$ cat src/rtl/hls_perf_mon_pkg.sv
// hls_perf_mon_pkg
// Shared types and constants for the HLS performance monitor.
//   mon_state_t   per-channel handshake tracker state
//   rd_sel_t      statistic selector on the read port
//   STATUS_*      bit positions inside the status word
//   pack_status   builds the 4-bit status word for one channel
package hls_perf_mon_pkg;

  typedef enum logic [1:0] {
    IDLE      = 2'd0,
    BUSY      = 2'd1,
    DONE_WAIT = 2'd2
  } mon_state_t;

  typedef enum logic [2:0] {
    RD_TXN       = 3'd0,
    RD_LAST_LAT  = 3'd1,
    RD_MIN_LAT   = 3'd2,
    RD_MAX_LAT   = 3'd3,
    RD_BUSY_CYC  = 3'd4,
    RD_STALL_CYC = 3'd5,
    RD_ITER_CNT  = 3'd6,
    RD_STATUS    = 3'd7
  } rd_sel_t;

  localparam int NUM_STATS        = 8;
  localparam int STATUS_STATE_LSB = 0;
  localparam int STATUS_STATE_W   = 2;
  localparam int STATUS_OVF       = 2;
  localparam int STATUS_READY     = 3;
  localparam int STATUS_W         = 4;

  function automatic logic [STATUS_W-1:0] pack_status(input mon_state_t st,
                                                      input logic       ovf,
                                                      input logic       rdy);
    logic [STATUS_W-1:0] s;
    s = '0;
    s[STATUS_STATE_LSB +: STATUS_STATE_W] = st;
    s[STATUS_OVF]   = ovf;
    s[STATUS_READY] = rdy;
    return s;
  endfunction

endpackage

$ cat src/rtl/hls_perf_monitor_if.sv
// hls_perf_monitor_if
// Bundles the observed HLS handshakes, the control inputs and the
// statistic read port of hls_perf_monitor.
//   master : the observed design / host side (drives handshakes and reads)
//   slave  : the monitor side
// Signals: ap_start, ap_ready, ap_done, ap_continue, iter_end, iter_stall,
// clear (all NUM_CH wide), freeze, rd_en, rd_ch, rd_sel, rd_valid,
// rd_data (CNT_W), busy (NUM_CH).
interface hls_perf_monitor_if #(
  parameter int NUM_CH = 4,
  parameter int CNT_W  = 32,
  parameter int CH_W   = (NUM_CH > 1) ? $clog2(NUM_CH) : 1
);

  logic [NUM_CH-1:0] ap_start;
  logic [NUM_CH-1:0] ap_ready;
  logic [NUM_CH-1:0] ap_done;
  logic [NUM_CH-1:0] ap_continue;
  logic [NUM_CH-1:0] iter_end;
  logic [NUM_CH-1:0] iter_stall;
  logic              freeze;
  logic [NUM_CH-1:0] clear;
  logic              rd_en;
  logic [CH_W-1:0]   rd_ch;
  logic [2:0]        rd_sel;
  logic              rd_valid;
  logic [CNT_W-1:0]  rd_data;
  logic [NUM_CH-1:0] busy;

  modport master (
    output ap_start, ap_ready, ap_done, ap_continue, iter_end, iter_stall,
    output freeze, clear, rd_en, rd_ch, rd_sel,
    input  rd_valid, rd_data, busy
  );

  modport slave (
    input  ap_start, ap_ready, ap_done, ap_continue, iter_end, iter_stall,
    input  freeze, clear, rd_en, rd_ch, rd_sel,
    output rd_valid, rd_data, busy
  );

endinterface

$ cat src/rtl/hls_perf_mon_channel.sv
// hls_perf_mon_channel
// Tracks one HLS block handshake and its pipelined-loop strobes and keeps
// saturating statistics for it.
//   clock, reset        clock and synchronous active-high reset
//   freeze              hold FSM and counters
//   clear               zero the statistics (FSM and in-flight latency kept)
//   ap_*                observed block-level handshake
//   iter_end/iter_stall loop iteration strobe / pipeline blocked
//   busy                FSM is not IDLE
//   stats               post-update value of every statistic, indexed by rd_sel_t
module hls_perf_mon_channel
  import hls_perf_mon_pkg::*;
#(
  parameter int CNT_W = 32
) (
  input  logic                             clock,
  input  logic                             reset,
  input  logic                             freeze,
  input  logic                             clear,
  input  logic                             ap_start,
  input  logic                             ap_ready,
  input  logic                             ap_done,
  input  logic                             ap_continue,
  input  logic                             iter_end,
  input  logic                             iter_stall,
  output logic                             busy,
  output logic [NUM_STATS-1:0][CNT_W-1:0]  stats
);

  localparam logic [CNT_W-1:0] CNT_MAX = '1;
  localparam logic [CNT_W-1:0] CNT_ONE = CNT_W'(1);

  mon_state_t state, state_nxt;

  logic [CNT_W-1:0] lat_cur,   lat_nxt;
  logic [CNT_W-1:0] txn_cnt,   txn_nxt;
  logic [CNT_W-1:0] last_lat,  last_nxt;
  logic [CNT_W-1:0] min_lat,   min_nxt;
  logic [CNT_W-1:0] max_lat,   max_nxt;
  logic [CNT_W-1:0] busy_cyc,  busy_nxt;
  logic [CNT_W-1:0] stall_cyc, stall_nxt;
  logic [CNT_W-1:0] iter_cnt,  iter_nxt;
  logic             ovf,       ovf_nxt;
  logic             ready_q,   ready_nxt;

  logic lat_start, lat_inc, busy_inc, stall_inc, iter_inc, done_evt, sat_hit;

  function automatic logic [CNT_W-1:0] sat_inc(input logic [CNT_W-1:0] v);
    return (v == CNT_MAX) ? v : v + CNT_ONE;
  endfunction

  // Handshake FSM: decides the next state and which counters advance this
  // cycle. Nothing advances while frozen.
  always_comb begin
    state_nxt = state;
    lat_start = 1'b0;
    lat_inc   = 1'b0;
    busy_inc  = 1'b0;
    stall_inc = 1'b0;
    iter_inc  = 1'b0;
    done_evt  = 1'b0;
    if (!freeze) begin
      iter_inc = iter_end;
      case (state)
        IDLE: begin
          if (ap_start) begin
            lat_start = 1'b1;
            busy_inc  = 1'b1;
            if (ap_done) begin
              done_evt  = 1'b1;
              state_nxt = ap_continue ? IDLE : DONE_WAIT;
            end else begin
              state_nxt = BUSY;
            end
          end
        end
        BUSY: begin
          lat_inc   = 1'b1;
          busy_inc  = 1'b1;
          stall_inc = iter_stall;
          if (ap_done) begin
            done_evt  = 1'b1;
            state_nxt = ap_continue ? IDLE : DONE_WAIT;
          end
        end
        DONE_WAIT: begin
          if (ap_continue) state_nxt = IDLE;
        end
        default: state_nxt = IDLE;
      endcase
    end
  end

  // Statistic update. Clear is applied last so it overrides any update in
  // the same cycle, but lat_cur is left alone so an in-flight transaction
  // still completes with its full latency.
  always_comb begin
    lat_nxt = lat_cur;
    if (lat_start)    lat_nxt = CNT_ONE;
    else if (lat_inc) lat_nxt = sat_inc(lat_cur);

    busy_nxt  = busy_inc  ? sat_inc(busy_cyc)  : busy_cyc;
    stall_nxt = stall_inc ? sat_inc(stall_cyc) : stall_cyc;
    iter_nxt  = iter_inc  ? sat_inc(iter_cnt)  : iter_cnt;

    txn_nxt  = txn_cnt;
    last_nxt = last_lat;
    min_nxt  = min_lat;
    max_nxt  = max_lat;
    if (done_evt) begin
      txn_nxt  = sat_inc(txn_cnt);
      last_nxt = lat_nxt;
      if (lat_nxt < min_lat) min_nxt = lat_nxt;
      if (lat_nxt > max_lat) max_nxt = lat_nxt;
    end

    sat_hit = (lat_inc   && (lat_cur   == CNT_MAX)) ||
              (busy_inc  && (busy_cyc  == CNT_MAX)) ||
              (stall_inc && (stall_cyc == CNT_MAX)) ||
              (iter_inc  && (iter_cnt  == CNT_MAX)) ||
              (done_evt  && (txn_cnt   == CNT_MAX));
    ovf_nxt   = ovf | sat_hit;
    ready_nxt = freeze ? ready_q : ap_ready;

    if (clear && !freeze) begin
      txn_nxt   = '0;
      last_nxt  = '0;
      min_nxt   = '1;
      max_nxt   = '0;
      busy_nxt  = '0;
      stall_nxt = '0;
      iter_nxt  = '0;
      ovf_nxt   = 1'b0;
    end
  end

  // State and statistic registers; min_lat resets to all-ones ("no sample").
  always_ff @(posedge clock) begin
    if (reset) begin
      state     <= IDLE;
      lat_cur   <= '0;
      txn_cnt   <= '0;
      last_lat  <= '0;
      min_lat   <= '1;
      max_lat   <= '0;
      busy_cyc  <= '0;
      stall_cyc <= '0;
      iter_cnt  <= '0;
      ovf       <= 1'b0;
      ready_q   <= 1'b0;
    end else begin
      state     <= state_nxt;
      lat_cur   <= lat_nxt;
      txn_cnt   <= txn_nxt;
      last_lat  <= last_nxt;
      min_lat   <= min_nxt;
      max_lat   <= max_nxt;
      busy_cyc  <= busy_nxt;
      stall_cyc <= stall_nxt;
      iter_cnt  <= iter_nxt;
      ovf       <= ovf_nxt;
      ready_q   <= ready_nxt;
    end
  end

  assign busy = (state != IDLE);

  // Read view: values as they stand after this cycle's update.
  always_comb begin
    stats               = '0;
    stats[RD_TXN]       = txn_nxt;
    stats[RD_LAST_LAT]  = last_nxt;
    stats[RD_MIN_LAT]   = min_nxt;
    stats[RD_MAX_LAT]   = max_nxt;
    stats[RD_BUSY_CYC]  = busy_nxt;
    stats[RD_STALL_CYC] = stall_nxt;
    stats[RD_ITER_CNT]  = iter_nxt;
    stats[RD_STATUS]    = CNT_W'(pack_status(state_nxt, ovf_nxt, ready_nxt));
  end

endmodule

$ cat src/rtl/hls_perf_monitor.sv
// hls_perf_monitor
// Per-channel performance statistics for HLS block handshakes and pipelined
// loops, readable through a one-cycle-latency register port.
//   clock, reset  clock and synchronous active-high reset
//   mon           hls_perf_monitor_if slave: handshakes, freeze, clear,
//                 rd_en/rd_ch/rd_sel -> rd_valid/rd_data, busy
module hls_perf_monitor
  import hls_perf_mon_pkg::*;
#(
  parameter int NUM_CH = 4,
  parameter int CNT_W  = 32,
  parameter int CH_W   = (NUM_CH > 1) ? $clog2(NUM_CH) : 1
) (
  input  logic                clock,
  input  logic                reset,
  hls_perf_monitor_if.slave   mon
);

  logic [NUM_STATS-1:0][CNT_W-1:0] ch_stats [NUM_CH];
  logic [NUM_CH-1:0]               busy_vec;
  logic [CNT_W-1:0]                rd_mux;

  for (genvar g = 0; g < NUM_CH; g++) begin : g_ch
    hls_perf_mon_channel #(
      .CNT_W (CNT_W)
    ) u_ch (
      .clock       (clock),
      .reset       (reset),
      .freeze      (mon.freeze),
      .clear       (mon.clear[g]),
      .ap_start    (mon.ap_start[g]),
      .ap_ready    (mon.ap_ready[g]),
      .ap_done     (mon.ap_done[g]),
      .ap_continue (mon.ap_continue[g]),
      .iter_end    (mon.iter_end[g]),
      .iter_stall  (mon.iter_stall[g]),
      .busy        (busy_vec[g]),
      .stats       (ch_stats[g])
    );
  end

  assign mon.busy = busy_vec;

  // Channel select; a channel number beyond NUM_CH matches nothing and reads 0.
  always_comb begin
    rd_mux = '0;
    for (int c = 0; c < NUM_CH; c++) begin
      if (int'(mon.rd_ch) == c) rd_mux = ch_stats[c][mon.rd_sel];
    end
  end

  // Registered read port; rd_data keeps its value between reads.
  always_ff @(posedge clock) begin
    if (reset) begin
      mon.rd_valid <= 1'b0;
      mon.rd_data  <= '0;
    end else begin
      mon.rd_valid <= mon.rd_en;
      if (mon.rd_en) mon.rd_data <= rd_mux;
    end
  end

endmodule

$ cat src/flat_wrapper.sv
// flat-port wrapper written by rule: the top's interface ports become plain ports
module hls_perf_monitor_flat import hls_perf_mon_pkg::*;
#(
  parameter int NUM_CH = 4,
  parameter int CNT_W  = 32,
  parameter int CH_W   = (NUM_CH > 1) ? $clog2(NUM_CH) : 1
)
  (clock, reset, mon_ap_start, mon_ap_ready, mon_ap_done, mon_ap_continue, mon_iter_end, mon_iter_stall, mon_freeze, mon_clear, mon_rd_en, mon_rd_ch, mon_rd_sel, mon_rd_valid, mon_rd_data, mon_busy);
  hls_perf_monitor_if #(.NUM_CH(NUM_CH), .CNT_W(CNT_W), .CH_W(CH_W)) mon_i ();
  input  logic clock;
  input  logic reset;
  input wire logic [$bits(mon_i.ap_start)-1:0] mon_ap_start;
  input wire logic [$bits(mon_i.ap_ready)-1:0] mon_ap_ready;
  input wire logic [$bits(mon_i.ap_done)-1:0] mon_ap_done;
  input wire logic [$bits(mon_i.ap_continue)-1:0] mon_ap_continue;
  input wire logic [$bits(mon_i.iter_end)-1:0] mon_iter_end;
  input wire logic [$bits(mon_i.iter_stall)-1:0] mon_iter_stall;
  input wire logic [$bits(mon_i.freeze)-1:0] mon_freeze;
  input wire logic [$bits(mon_i.clear)-1:0] mon_clear;
  input wire logic [$bits(mon_i.rd_en)-1:0] mon_rd_en;
  input wire logic [$bits(mon_i.rd_ch)-1:0] mon_rd_ch;
  input wire logic [$bits(mon_i.rd_sel)-1:0] mon_rd_sel;
  output wire logic [$bits(mon_i.rd_valid)-1:0] mon_rd_valid;
  output wire logic [$bits(mon_i.rd_data)-1:0] mon_rd_data;
  output wire logic [$bits(mon_i.busy)-1:0] mon_busy;
  assign mon_i.ap_start = mon_ap_start;
  assign mon_i.ap_ready = mon_ap_ready;
  assign mon_i.ap_done = mon_ap_done;
  assign mon_i.ap_continue = mon_ap_continue;
  assign mon_i.iter_end = mon_iter_end;
  assign mon_i.iter_stall = mon_iter_stall;
  assign mon_i.freeze = mon_freeze;
  assign mon_i.clear = mon_clear;
  assign mon_i.rd_en = mon_rd_en;
  assign mon_i.rd_ch = mon_rd_ch;
  assign mon_i.rd_sel = mon_rd_sel;
  assign mon_rd_valid = mon_i.rd_valid;
  assign mon_rd_data = mon_i.rd_data;
  assign mon_busy = mon_i.busy;
  hls_perf_monitor #(.NUM_CH(NUM_CH), .CNT_W(CNT_W), .CH_W(CH_W)) u_core (.clock(clock), .reset(reset), .mon(mon_i));
endmodule
$ cat config.mk
export PLATFORM = sky130hd
export DESIGN_NAME = hls_perf_monitor_flat
export DESIGN_NICKNAME = d
export VERILOG_FILES = /design/src/rtl/hls_perf_mon_pkg.sv /design/src/rtl/hls_perf_monitor_if.sv /design/src/rtl/hls_perf_mon_channel.sv /design/src/rtl/hls_perf_monitor.sv /design/src/flat_wrapper.sv
export SDC_FILE = /design/constraint.sdc
export NUM_CORES = 2
export LEC_CHECK = 0
export CAP_MARGIN = 20
export CORE_MARGIN = 10
export CORE_UTILIZATION = 50
export CTS_BUF_LIST = sky130_fd_sc_hd__clkbuf_8 sky130_fd_sc_hd__clkbuf_16
export DETAILED_ROUTE_END_ITERATION = 6
export HOLD_SLACK_MARGIN = 0.03
export MAX_ROUTING_LAYER = met4
export PLACE_DENSITY = 0.76
export RECOVER_POWER = 50
export SYNTH_ARGS = -nofsm -noshare
export SYNTH_HDL_FRONTEND = slang
export SYNTH_HIERARCHICAL = 1
export SYNTH_SLANG_ARGS = --single-unit
$ cat constraint.sdc
create_clock -name clock -period 12.84 [get_ports clock]
set_clock_uncertainty 0.05 [all_clocks]
set_input_delay 2.568 -clock clock [delete_from_list [all_inputs] [get_ports clock]]
set_output_delay 2.568 -clock clock [all_outputs]
set_load 0.1 [all_outputs]
---- Yosys cells after proc, flatten, opt, wreduce, memory -nomap -nowiden ----
Index checks and enable logic that the tools add are counted.
word-level totals
  word-level logic and storage cells ...... 356
  output and inout bits ................... 37
  input port bits ......................... 37
  register bits ........................... 1073
operators by class
  magnitude comparators ................... 9
  mux-type cells .......................... 196
  equal/unequal tests ..................... 31
  add/subtract/negate cells ............... 20
  reductions and logical operators ........ 50
  bitwise operators ....................... 4
operators by type and width
  operator                 count
  $mux W32                 100
  $add A32 B1 Y32 const B  20
  $eq A32 B32 Y1 const B   20
  $bmux W32 S3             4
  $gt A32 B32 Y1           4
  $lt A32 B32 Y1           4
  $mux W1                  56
  $mux W2                  24
  $logic_and A1 B1 Y1      24
  $pmux W2 S3              4
  $logic_or A1 B1 Y1       16
  $pmux W1 S2              8
  $eq A2 B2 Y1 const B     6
  $eq A2 B1 Y1 const B     5
  $logic_not A2 Y1         5
  $reduce_bool A2 Y1       4
  $lt A3 B4 Y1 const B     1
  $or A1 B1 Y1             4
  $logic_not A1 Y1         1

---- Logic depth before layout (Yosys ltp) ----
  depth in word-level cells ............... 16
  depth in mapped cells ................... 24
  depth with buffers taken out ............ 20

---- By module ----
The synthesis kept the hierarchy.
modules (own cells, without submodules)
  module                                      seq. area each (um2)  cells each  area each (um2)  times used
  hls_perf_mon_channel (u_core.g_ch[3].u_ch)  5205.0                2006        15342.2          1
  hls_perf_mon_channel (u_core.g_ch[0].u_ch)  5205.0                1892        14781.7          1
  hls_perf_mon_channel (u_core.g_ch[1].u_ch)  5205.0                1890        14705.4          1
  hls_perf_mon_channel (u_core.g_ch[2].u_ch)  5205.0                1872        14699.1          1
  hls_perf_monitor                            660.6                 828         9409.0           1

---- Worst setup path after synthesis ----
Ideal clock, no wire load.
  path type ............................... in2reg
  start ................................... input port mon_freeze
  end ..................................... register u_core.mon.rd_data[26]
  required time ........................... 12.648 ns
  path slack .............................. 4.714 ns
  stages .................................. 21
  setup time .............................. 0.142 ns
  data arrival time ....................... 7.934 ns
  cell sequence ........................... buf_2 -> or3b_4 -> buf_1 -> or4_1 -> or3_1 -> a21oi_2 -> ha_1 -> nand4_1 -> nor4_1 -> or3b_1 -> a221o_1 -> and3_1 -> a2111oi_4 -> nand2b_1 -> buf_2 -> buf_2 -> o211ai_1 -> mux4_2 -> mux2_2 -> a221oi_1 -> a311oi_1
RTL lines
  what                  line                       text
  start, declared       flat_wrapper.sv:18         input wire logic [$bits(mon_i.freeze)-1:0] mon_freeze;
  end signal, assigned  hls_perf_monitor.sv:59     if (mon.rd_en) mon.rd_data <= rd_mux;
  end, declared         hls_perf_monitor_if.sv:39  output rd_valid, rd_data, busy

==> impl_metrics.json <==
{
  "synth-main-ff-cell": "dfxtp_1",
  "post-place-ws_ps": 2880,
  "post_cts_resized": 0,
  "cts-root-to-sink-buffers": 3,
  "design.final.nets": 8514,
  "cp.arrival_ps": 11430,
  "power_mw": 7.81,
  "setup_repair_after_global_routing_missed_its_margin": "no",
  "post_cts_clock_slew_at_the_launch_and_capture_registers_of_the_worst_setup_and_hold_paths_ps": 60,
  "final-setup-viol-count": 0,
  "setup.worst_path.end_class": "flop",
  "total_leakage_power_nw": 27.9,
  "data_required_critical_path_ps": 13470,
  "yosysUniqueCellTypes": 112,
  "timing.slew.headroom_pct": -258,
  "grt-ovfl-total": 0,
  "core_area_mm2": 0.137,
  "r2r_setup_slack_ps": 4860,
  "detailed_route_wl_um": 228000,
  "root_buffer": "clkbuf_16",
  "critical-path-top-cell-by-count": "clkbuf_1",
  "die_y_um": 391,
  "drcViolationCount": 8,
  "first_global_vias": 59514,
  "post_synthesis_share_of_cell_area_spent_on_and_or_nand_and_nor_gates_pct": 25.4,
  "post_synth_fa_ha_maj_area_fraction_pct": 4.68,
  "grt_antenna_before_repair": 18,
  "slack_of_the_critical_path_ps": 2040,
  "post-dp-hpwl_um": 164000,
  "clkLatencyLatePin_ps": 760,
  "grt_pass1_wl_um": 348000,
  "slew_violations": 1162,
  "synth_async_sr_flop_share_pct": 0,
  "synth_xor_xnor_area_share_pct": 7.43,
  "layout_commonest_cell": "nor2_1",
  "worstSetupEndpoint": "u_core/g_ch[3].u_ch/min_lat[21]$_SDFF_PP1_",
  "final_hold_viol_count": 0,
  "violated_checks": "design-rule violations, max-capacitance violations, max-slew violations",
  "timing.critical_path.fanout_max": 84,
  "critPathKind": "primary input to flop",
  "worst_r2r_startpoint": "u_core/g_ch[1].u_ch/lat_cur[8]$_SDFF_PP0_",
  "start_util_pct": 50.3,
  "die_area_mm2": 0.153,
  "synth_cells": 8488,
  "ff2ff_path_depth": 18,
  "finalCriticalPeriod_ps": 10800,
  "cts_tree": "built",
  "syn_area_per_cell_um2": 8.12,
  "cp-startpoint": "reset",
  "std_cell_rows": 136,
  "timing.critical_path.slowest_cell_delay_ps": 2920,
  "crit_slowest_cell": "clkbuf_1",
  "io_buffers": 73,
  "gr-usage-all-layers_pct": 29.4,
  "grt_start_max_net_pins": 205,
  "run_status": "complete, but fails checks",
  "drt-initial-drc-count": 7200,
  "clock_buffers_created_by_tritoncts": 116,
  "clock-sinks": 1073,
  "synth_top_family_by_area": "simple AND/OR/NAND/NOR gates",
  "post_cts_hold_buffer_count": 0,
  "groute.layer.met2.usage_pct": 44.1,
  "synth_enable_flop_cells": 0,
  "drt-vias-per-instance": 6.27,
  "yosys_register_bits": 1073,
  "yosys_warning_total": 6,
  "hp-class": "flop to flop",
  "post_synthesis_cell_area_mm2": 0.0689,
  "layout_common_cells": "nor2_1, dfxtp_1, nand2_1",
  "route.antenna.remaining_nets": 0,
  "post_drt_wl_per_cell_um": 22.5,
  "met3_usage_pct": 7.39,
  "gp_routability_congestion": 0.998,
  "seq_total_area_yosys_pct": 31.2,
  "cts_post_setup_buffers_inserted": 0,
  "grt_busiest_layer": "met2",
  "synth_compound_area_share_pct": 11.2,
  "worst_slew_pin_slew_ps": 5360,
  "syn2layout_area_growth_pct": 7.15,
  "cp-start-kind": "primary input",
  "r2r_end": "u_core/mon.rd_data[30]$_SDFFE_PP0P_",
  "floorplan.io_pins": 74,
  "globalRouteMet1Util_pct": 36.7,
  "maxCapViolCount": 20,
  "detailedRoute.firstPassIterationCount": 7,
  "final.setup.tns_ps": 0,
  "cts_max_level": 3,
  "dieWidth_um": 391,
  "max_freq_ghz": 0.0926,
  "vdd_ir_drop_max_v": 0.000107,
  "synth.mux.area_fraction_pct": 12.9,
  "crit_chain": "clkbuf_1 > clkbuf_1 > nand2b_1 > clkbuf_1 > clkbuf_1 > nor2_1 > mux2i_1",
  "drive_gt1_share_pct": 8.15,
  "routed-via-count": 63478,
  "pwr_density_cell_mw_per_mm2": 106,
  "finalCritPeriodShare_pct": 84.1
}
## stage by stage
step	utilization (%)	std cells	hold slack, ps	cell area [µm²]
after floorplan	-	8596	398	69300
after global placement	51.0	9894	408	70000
after detailed placement	51.0	9895	418	70000
after CTS	54.0	10112	427	74000
after global routing	53.9	10123	442	73900
final	53.9	10128	429	73900
## Yosys cell counts, types with 24 or more instances
master,n,area [µm²]
or3_1,28,175
xor2_1,287,2510
a211oi_1,31,233
and3_1,89,557
buf_6,35,394
and4_1,92,806
o211ai_1,99,743
a21o_1,49,368
and2_1,49,307
nand3_1,241,1210
clkbuf_1,394,1480
o21ai_0,147,736
nor2_1,1739,6530
a21oi_1,238,1190
xnor2_1,296,2590
mux2i_1,383,3830
or2_2,25,156
nor4_1,121,757
nand4_1,261,1630
ha_1,256,3200
mux4_2,194,4370
a22o_1,24,210
nand2_1,629,2360
a31oi_1,76,475
dfxtp_1,1073,21500
a211o_1,60,526
inv_1,369,1390
mux2_2,52,586
o31ai_1,71,533
nor3_1,324,1620
a22oi_1,38,285
buf_2,92,460
nor2b_1,56,350
buf_1,24,90.1
o2111ai_1,46,403
buf_4,132,991
## critical path: cells and delay by family
kind	cells	cell delay (ps)
muxes	1	260
and+or+nand+nor	2	850
buffers and inverters	4	7640
## routing by layer
metal  routed length, µm  vias to the layer above
met5                   0                        -
met3               23800                      645
met1               91400                    30536
met4               13000                        0
li1                    -                    29085
met2              100000                     3212
## cell families after synthesis
| kind of cell | count (synthesis) |
|---|---|
| buf+inv | 1057 |
| other cells | 4 |
| flops | 1073 |
| simple gates | 3773 |
| mux | 637 |
| fa+ha+maj | 258 |
| xor+xnor | 584 |
| compound gates | 1102 |
## power breakdown
group,switching [mW],internal (mW),total [mW]
combinational,0.578,0.237,0.815
clock,1.50,2.09,3.59
sequential,0.0395,3.36,3.40
total,2.11,5.69,7.81
## how the worst min path moves through the flow
stage | from | depth (start not counted) | slack, ps | to
2_1_floorplan | u_core/g_ch[1].u_ch/max_lat[10]$_SDFF_PP0_ | 2 | 400 | u_core/g_ch[1].u_ch/max_lat[10]$_SDFF_PP0_
3_3_place_gp | u_core/g_ch[1].u_ch/max_lat[1]$_SDFF_PP0_ | 2 | 410 | u_core/g_ch[1].u_ch/max_lat[1]$_SDFF_PP0_
3_5_place_dp | u_core/g_ch[1].u_ch/max_lat[9]$_SDFF_PP0_ | 2 | 420 | u_core/g_ch[1].u_ch/max_lat[9]$_SDFF_PP0_
4_1_cts | u_core/g_ch[1].u_ch/max_lat[9]$_SDFF_PP0_ | 2 | 430 | u_core/g_ch[1].u_ch/max_lat[9]$_SDFF_PP0_
5_1_grt | u_core/g_ch[3].u_ch/max_lat[19]$_SDFF_PP0_ | 2 | 440 | u_core/g_ch[3].u_ch/max_lat[19]$_SDFF_PP0_
6_report | u_core/g_ch[1].u_ch/max_lat[9]$_SDFF_PP0_ | 2 | 430 | u_core/g_ch[1].u_ch/max_lat[9]$_SDFF_PP0_
## flip-flops by register name, summed over array words and instances (netlist names)
signal	flops
u_core/g_ch.u_ch/busy_cyc	128
u_core/g_ch.u_ch/iter_cnt	128
u_core/g_ch.u_ch/last_lat	128
u_core/g_ch.u_ch/lat_cur	128
u_core/g_ch.u_ch/max_lat	128
u_core/g_ch.u_ch/min_lat	128
u_core/g_ch.u_ch/stall_cyc	128
u_core/g_ch.u_ch/txn_cnt	128
u_core/mon.rd_data	32
u_core/g_ch.u_ch/state	8
u_core/g_ch.u_ch/ovf	4
u_core/g_ch.u_ch/ready_q	4
u_core/mon.rd_valid	1
## area by class of cell
cell class | instances | area [µm²]
Fill cell | 12545 | 63300
Multi-Input combinational cell | 6466 | 43000
Sequential cell | 1073 | 21500
Clock buffer | 141 | 3250
Tap cell | 1794 | 2240
Timing Repair Buffer | 194 | 1630
Inverter | 370 | 1390
Clock inverter | 76 | 813
Antenna cell | 14 | 35.0
No activity file was read; power rests on OpenSTA's default activity.
